[config.mk]
export PLATFORM = sky130hd
export DESIGN_NAME = device_event_sequencer
export DESIGN_NICKNAME = d
export VERILOG_FILES = /design/src/rtl/device_event_sequencer.sv
export SDC_FILE = /design/constraint.sdc
export NUM_CORES = 1
export LEC_CHECK = 0
export BUFFER_PORTS_ARGS = -buffer_cell sky130_fd_sc_hd__buf_2
export CORE_ASPECT_RATIO = 0.7
export CORE_MARGIN = 5
export CORE_UTILIZATION = 30
export CTS_BUF_LIST = sky130_fd_sc_hd__clkbuf_4
export DETAILED_ROUTE_END_ITERATION = 6
export GPL_ROUTABILITY_DRIVEN = 0
export GPL_TIMING_DRIVEN = 0
export SLEW_MARGIN = 20
export SYNTH_ARGS = -nofsm -noshare
export SYNTH_HDL_FRONTEND = slang
export SYNTH_SLANG_ARGS = --single-unit
[constraint.sdc]
create_clock -name clk -period 5.48 [get_ports clk]
set_clock_uncertainty 0.05 [all_clocks]
set_input_delay 0.274 -clock clk [delete_from_list [all_inputs] [get_ports clk]]
set_output_delay 0.274 -clock clk [all_outputs]
set_load 0.005 [all_outputs]
[src/rtl/device_event_sequencer.sv]
// Per-device connect/disconnect edge detector with one pending event per device,
// serialised round-robin into a single change/on_off strobe for the device counter.
module device_event_sequencer #(
    parameter int N_DEV = 8,
    parameter int ID_W  = 3
) (
    input  logic             clk,
    input  logic             rst,
    input  logic [N_DEV-1:0] dev_active,
    input  logic             stall,
    output logic             change,
    output logic             on_off,
    output logic [ID_W-1:0]  dev_id,
    output logic             busy
);

    logic [N_DEV-1:0] r_prev;
    logic [N_DEV-1:0] r_pend;
    logic [N_DEV-1:0] r_dir;
    logic [ID_W-1:0]  r_rr_ptr;

    logic             w_grant_vld;
    logic [ID_W-1:0]  w_grant_idx;
    logic [ID_W-1:0]  w_cand;
    logic [N_DEV-1:0] w_pend_nxt;
    logic [N_DEV-1:0] w_dir_nxt;

    // Scan offsets from far to near so the candidate closest to rr_ptr is kept last.
    always_comb begin
        w_grant_vld = 1'b0;
        w_grant_idx = '0;
        w_cand      = '0;
        for (int k = N_DEV - 1; k >= 0; k--) begin
            int s;
            s = int'(r_rr_ptr) + k;
            if (s >= N_DEV) s = s - N_DEV;
            w_cand = ID_W'(s);
            if (!stall && r_pend[w_cand]) begin
                w_grant_vld = 1'b1;
                w_grant_idx = w_cand;
            end
        end
    end

    // A reverse edge on a pending, unserviced device cancels it; on a device being
    // serviced this edge it becomes a fresh event.
    always_comb begin
        w_pend_nxt = r_pend;
        w_dir_nxt  = r_dir;
        for (int i = 0; i < N_DEV; i++) begin
            logic serviced;
            serviced = w_grant_vld && (w_grant_idx == ID_W'(i));
            if (serviced) w_pend_nxt[i] = 1'b0;
            if (dev_active[i] != r_prev[i]) begin
                if (!r_pend[i] || serviced) begin
                    w_pend_nxt[i] = 1'b1;
                    w_dir_nxt[i]  = dev_active[i];
                end else begin
                    w_pend_nxt[i] = 1'b0;
                end
            end
        end
    end

    always_ff @(posedge clk) begin
        if (rst) begin
            r_prev   <= '0;
            r_pend   <= '0;
            r_dir    <= '0;
            r_rr_ptr <= '0;
            change   <= 1'b0;
            on_off   <= 1'b0;
            dev_id   <= '0;
            busy     <= 1'b0;
        end else begin
            r_prev <= dev_active;
            r_pend <= w_pend_nxt;
            r_dir  <= w_dir_nxt;
            busy   <= |w_pend_nxt;
            change <= w_grant_vld;
            if (w_grant_vld) begin
                on_off   <= r_dir[w_grant_idx];
                dev_id   <= w_grant_idx;
                r_rr_ptr <= (w_grant_idx == ID_W'(N_DEV - 1)) ? '0 : w_grant_idx + 1'b1;
            end
        end
    end

endmodule

==> flow_summary_export.csv <==
group,metric,value,unit
logic_synthesis,ys.flop_type,"dfxtp_1",
clock_network,htree_levels,2,
logic_synthesis,syn-cell-area,2490,µm²
sta,rsz0062_at_grt,"false",
critical_path,crit_top_cell,"ha_1",
route,drt_iter0_drc,247,
power_and_ir_drop,p_per_area,688,nW/µm²
critical_path,crit_path_end_kind,"flip-flop",
critical_path,cp.arrival,4.79,ns
layout,syn2layout_area_growth,10.8,%
layout,fin_area,2760,µm²
layout,nFillCells,816,
sta,max_freq,216,MHz
clock_network,post_cts_buffers,0,
job,drv_cap,0,
grt,grt_max_degree,11,
critical_path,critical_path.slowest_cell,"mux4_2",
logic_synthesis,yosys.cell_count.top_type,"dfxtp_1",
clock_network,cts-buffers-inserted,5,
die,dieArea,10300,µm²
placement,hpwl,5130,µm
clock_network,cts_tree,"built",
die,io_pins,17,
sta,worst_slew_pin_slew,0.600,ns
status,status,"complete, no violations",
sta,worst_hold_slack,0.146,ns
clock_network,cts_resized,0,
critical_path,startpoint_type,"flip-flop",
logic_synthesis,async_flop_share,0,%
power_and_ir_drop,ir_drop,0.000203,V
critical_path,critPathMaxFanout,10,
logic_synthesis,synth_cell_types,62,
placement,placed_area,2690,µm²
clock_network,cts-hold-fix-buffers,0,
die,row_count,27,
route,drt-vias-per-instance,5.59,
sta,fin_crit_sh,84.6,%
die,start_util,31.3,%
logic_synthesis,ys_warn_count,0,
critical_path,path_cells,"buf_2 -> buf_2 -> inv_1 -> ha_1 -> buf_4 -> mux4_2 -> mux2i_1 -> mux2_1 -> a2bb2oi_1 -> o21a_1 -> o31ai_4 -> ha_1 -> nand2_1 -> nand2_1 -> ha_1 -> nand4_1 -> nor2_1 -> nor2_1",
logic_synthesis,synth.top_cell.area_share,26.5,%
grt,grt_first_pass_wirelength,10900,µm
logic_synthesis,synth-seq-cells,33,
grt,grt_usage,12.9,%
route,remaining_drc_errors,0,
worst_hold_path,hold_depth,2,
sta,setup_tns,0,ns
critical_path,worstRegToRegCells,18,
sta,final-setup-viol-count,0,
worst_hold_path,hold_path_class,"in2reg",
sta,max_slew_margin,59.4,%
clock_network,cts_max_path_buffers,2,
clock_network,clk_pin_slew,0.11,ns
logic_synthesis,synth_edf_count,0,
grt,antenna_found_initial,0,
layout,fin_util,34.6,%
placement,io_buffers,14,
sta,hold_viol_final,0,
route,drt.antenna.violating_nets,0,
sta,period_minus_slack,4.64,ns
logic_synthesis,synthTopCellsByArea,"dfxtp_1 (27%), mux2i_1 (10%), ha_1 (5.5%)",
layout,num-nets-final,315,
power_and_ir_drop,p_total,1900,µW
logic_synthesis,ys_seq_area_share,26.5,%
clock_network,clockRootBuffer,"clkbuf_4",
clock_network,insertion_delay,0.33,ns
critical_path,critical_path_class,"reg2reg",
die,die_width,119,µm
layout,diodes,0,
route,via_count,2201,
power_and_ir_drop,p_leak,0.00110,µW
grt,grt_pass1_vias,2096,
logic_synthesis,ys_top_cells_by_count,"dfxtp_1 (33), nor2_1 (32), mux2i_1 (25)",
sta,drv_slew,0,
logic_synthesis,syn_nets,294,
logic_synthesis,synthCells,272,
route,routed_wl,6580,µm
layout,drive_above_1_share,17.1,%
critical_path,slowest_delay,0.41,ns
clock_network,cts_sinks,33,
die,placeableCoreArea,7970,µm²
critical_path,required,5.64,ns
route,drt_first_pass_iters,4,
grt,grt_overflow_total,0,
logic_synthesis,syn_avg_cell_area,9.16,µm²
route,wl_per_cell,16.7,µm
die,die_h,86.3,µm
logic_synthesis,yosysTopAreaCell,"dfxtp_1",
cell families (layout without fill, tap and decap cells):
logic type,after synthesis,count (layout),synth area share [%]
AND/OR/NAND/NOR,91,91,18.8
buffers and inverters,25,46,4.72
flip-flops,33,33,26.5
AO/OA/AOI/OAI,61,61,19.2
XOR/XNOR,13,13,4.57
adder cells (fa/ha/maj),11,11,5.52
multiplexers,38,38,20.7
area by class of cell:
| class | count | area (µm²) | share of cell area [%] |
|---|---|---|---|
| Multi-Input combinational cell | 214 | 1710 | 62.1 |
| Inverter | 10 | 37.5 | 1.36 |
| Tap cell | 101 | 126 | 4.58 |
| Clock inverter | 2 | 35.0 | 1.27 |
| Timing Repair Buffer | 14 | 70.1 | 2.54 |
| Clock buffer | 5 | 37.5 | 1.36 |
| Buffer | 15 | 80.1 | 2.90 |
| Sequential cell | 33 | 661 | 23.9 |
sequential cells by signal, summed over array words and instances (netlist names):
register and count:
on_off 1, r_rr_ptr 3, r_prev 8, busy 1, r_pend 8, change 1
dev_id 3, r_dir 8
report_power, final:
group	internal (µW)	switching, µW
Clock	92.9	81.6
Sequential	298	60.7
Combinational	574	793
cell usage in the layout (no fill, tap or decap), types with 2 or more instances in the layout:
master | Yosys | routed
clkbuf_1 | 5 | 5
o21ai_1 | 2 | 2
and3_1 | 2 | 2
a21o_1 | 2 | 2
or2_2 | 2 | 2
o2111ai_1 | 2 | 2
nor4b_1 | 2 | 2
a2bb2oi_1 | 2 | 2
nor2b_1 | 11 | 11
nand3b_1 | 3 | 3
xnor2_1 | 3 | 3
nand3_1 | 8 | 8
mux2i_1 | 25 | 25
o221ai_1 | 2 | 2
a311oi_1 | 4 | 4
clkbuf_4 | 0 | 5
buf_2 | 7 | 21
ha_1 | 11 | 11
xor2_1 | 10 | 10
a22oi_1 | 3 | 3
mux2_2 | 2 | 2
a211oi_1 | 3 | 3
o41ai_1 | 2 | 2
nand2b_1 | 3 | 3
buf_4 | 2 | 2
o21ai_0 | 12 | 12
a31oi_1 | 3 | 3
nand4_1 | 2 | 2
mux4_1 | 4 | 4
a21oi_1 | 8 | 8
inv_1 | 9 | 9
mux4_2 | 5 | 5
nor2_1 | 32 | 32
nand2_1 | 14 | 14
nor3_1 | 5 | 5
dfxtp_1 | 33 | 33
layer usage:
layer  share of wire (%)  track usage [%]
met5                   0                0
met4                0.12            0.946
met3                 7.4             2.94
met2                  38             18.0
met1                  54             20.5
worst paths after layout:
kind	to	from	slack, ns
setup reg to reg	busy	r_rr_ptr[1]	0.84
hold / removal	r_prev[7]	dev_active[7]	0.15
setup / recovery	busy	r_rr_ptr[1]	0.84
hold reg to reg	dev_id[0]	dev_id[0]	0.41
worst max-delay path, delay by kind of cell, from the launching register on:
| family | cells | cell delay (ns) |
|---|---|---|
| compound gates | 3 | 0.63 |
| fa+ha+maj | 3 | 0.96 |
| buf+inv | 4 | 0.98 |
| flops | 1 | 0.34 |
| mux | 3 | 1.09 |
| simple gates | 5 | 0.45 |
stage by stage:
stage,std cells,worst slack (ns)
finish,394,0.842
global route,394,0.498
CTS,394,0.865
detailed placement,387,0.913
global placement,387,0.935
floorplan,272,1.62
No activity file was read; power rests on OpenSTA's default activity.
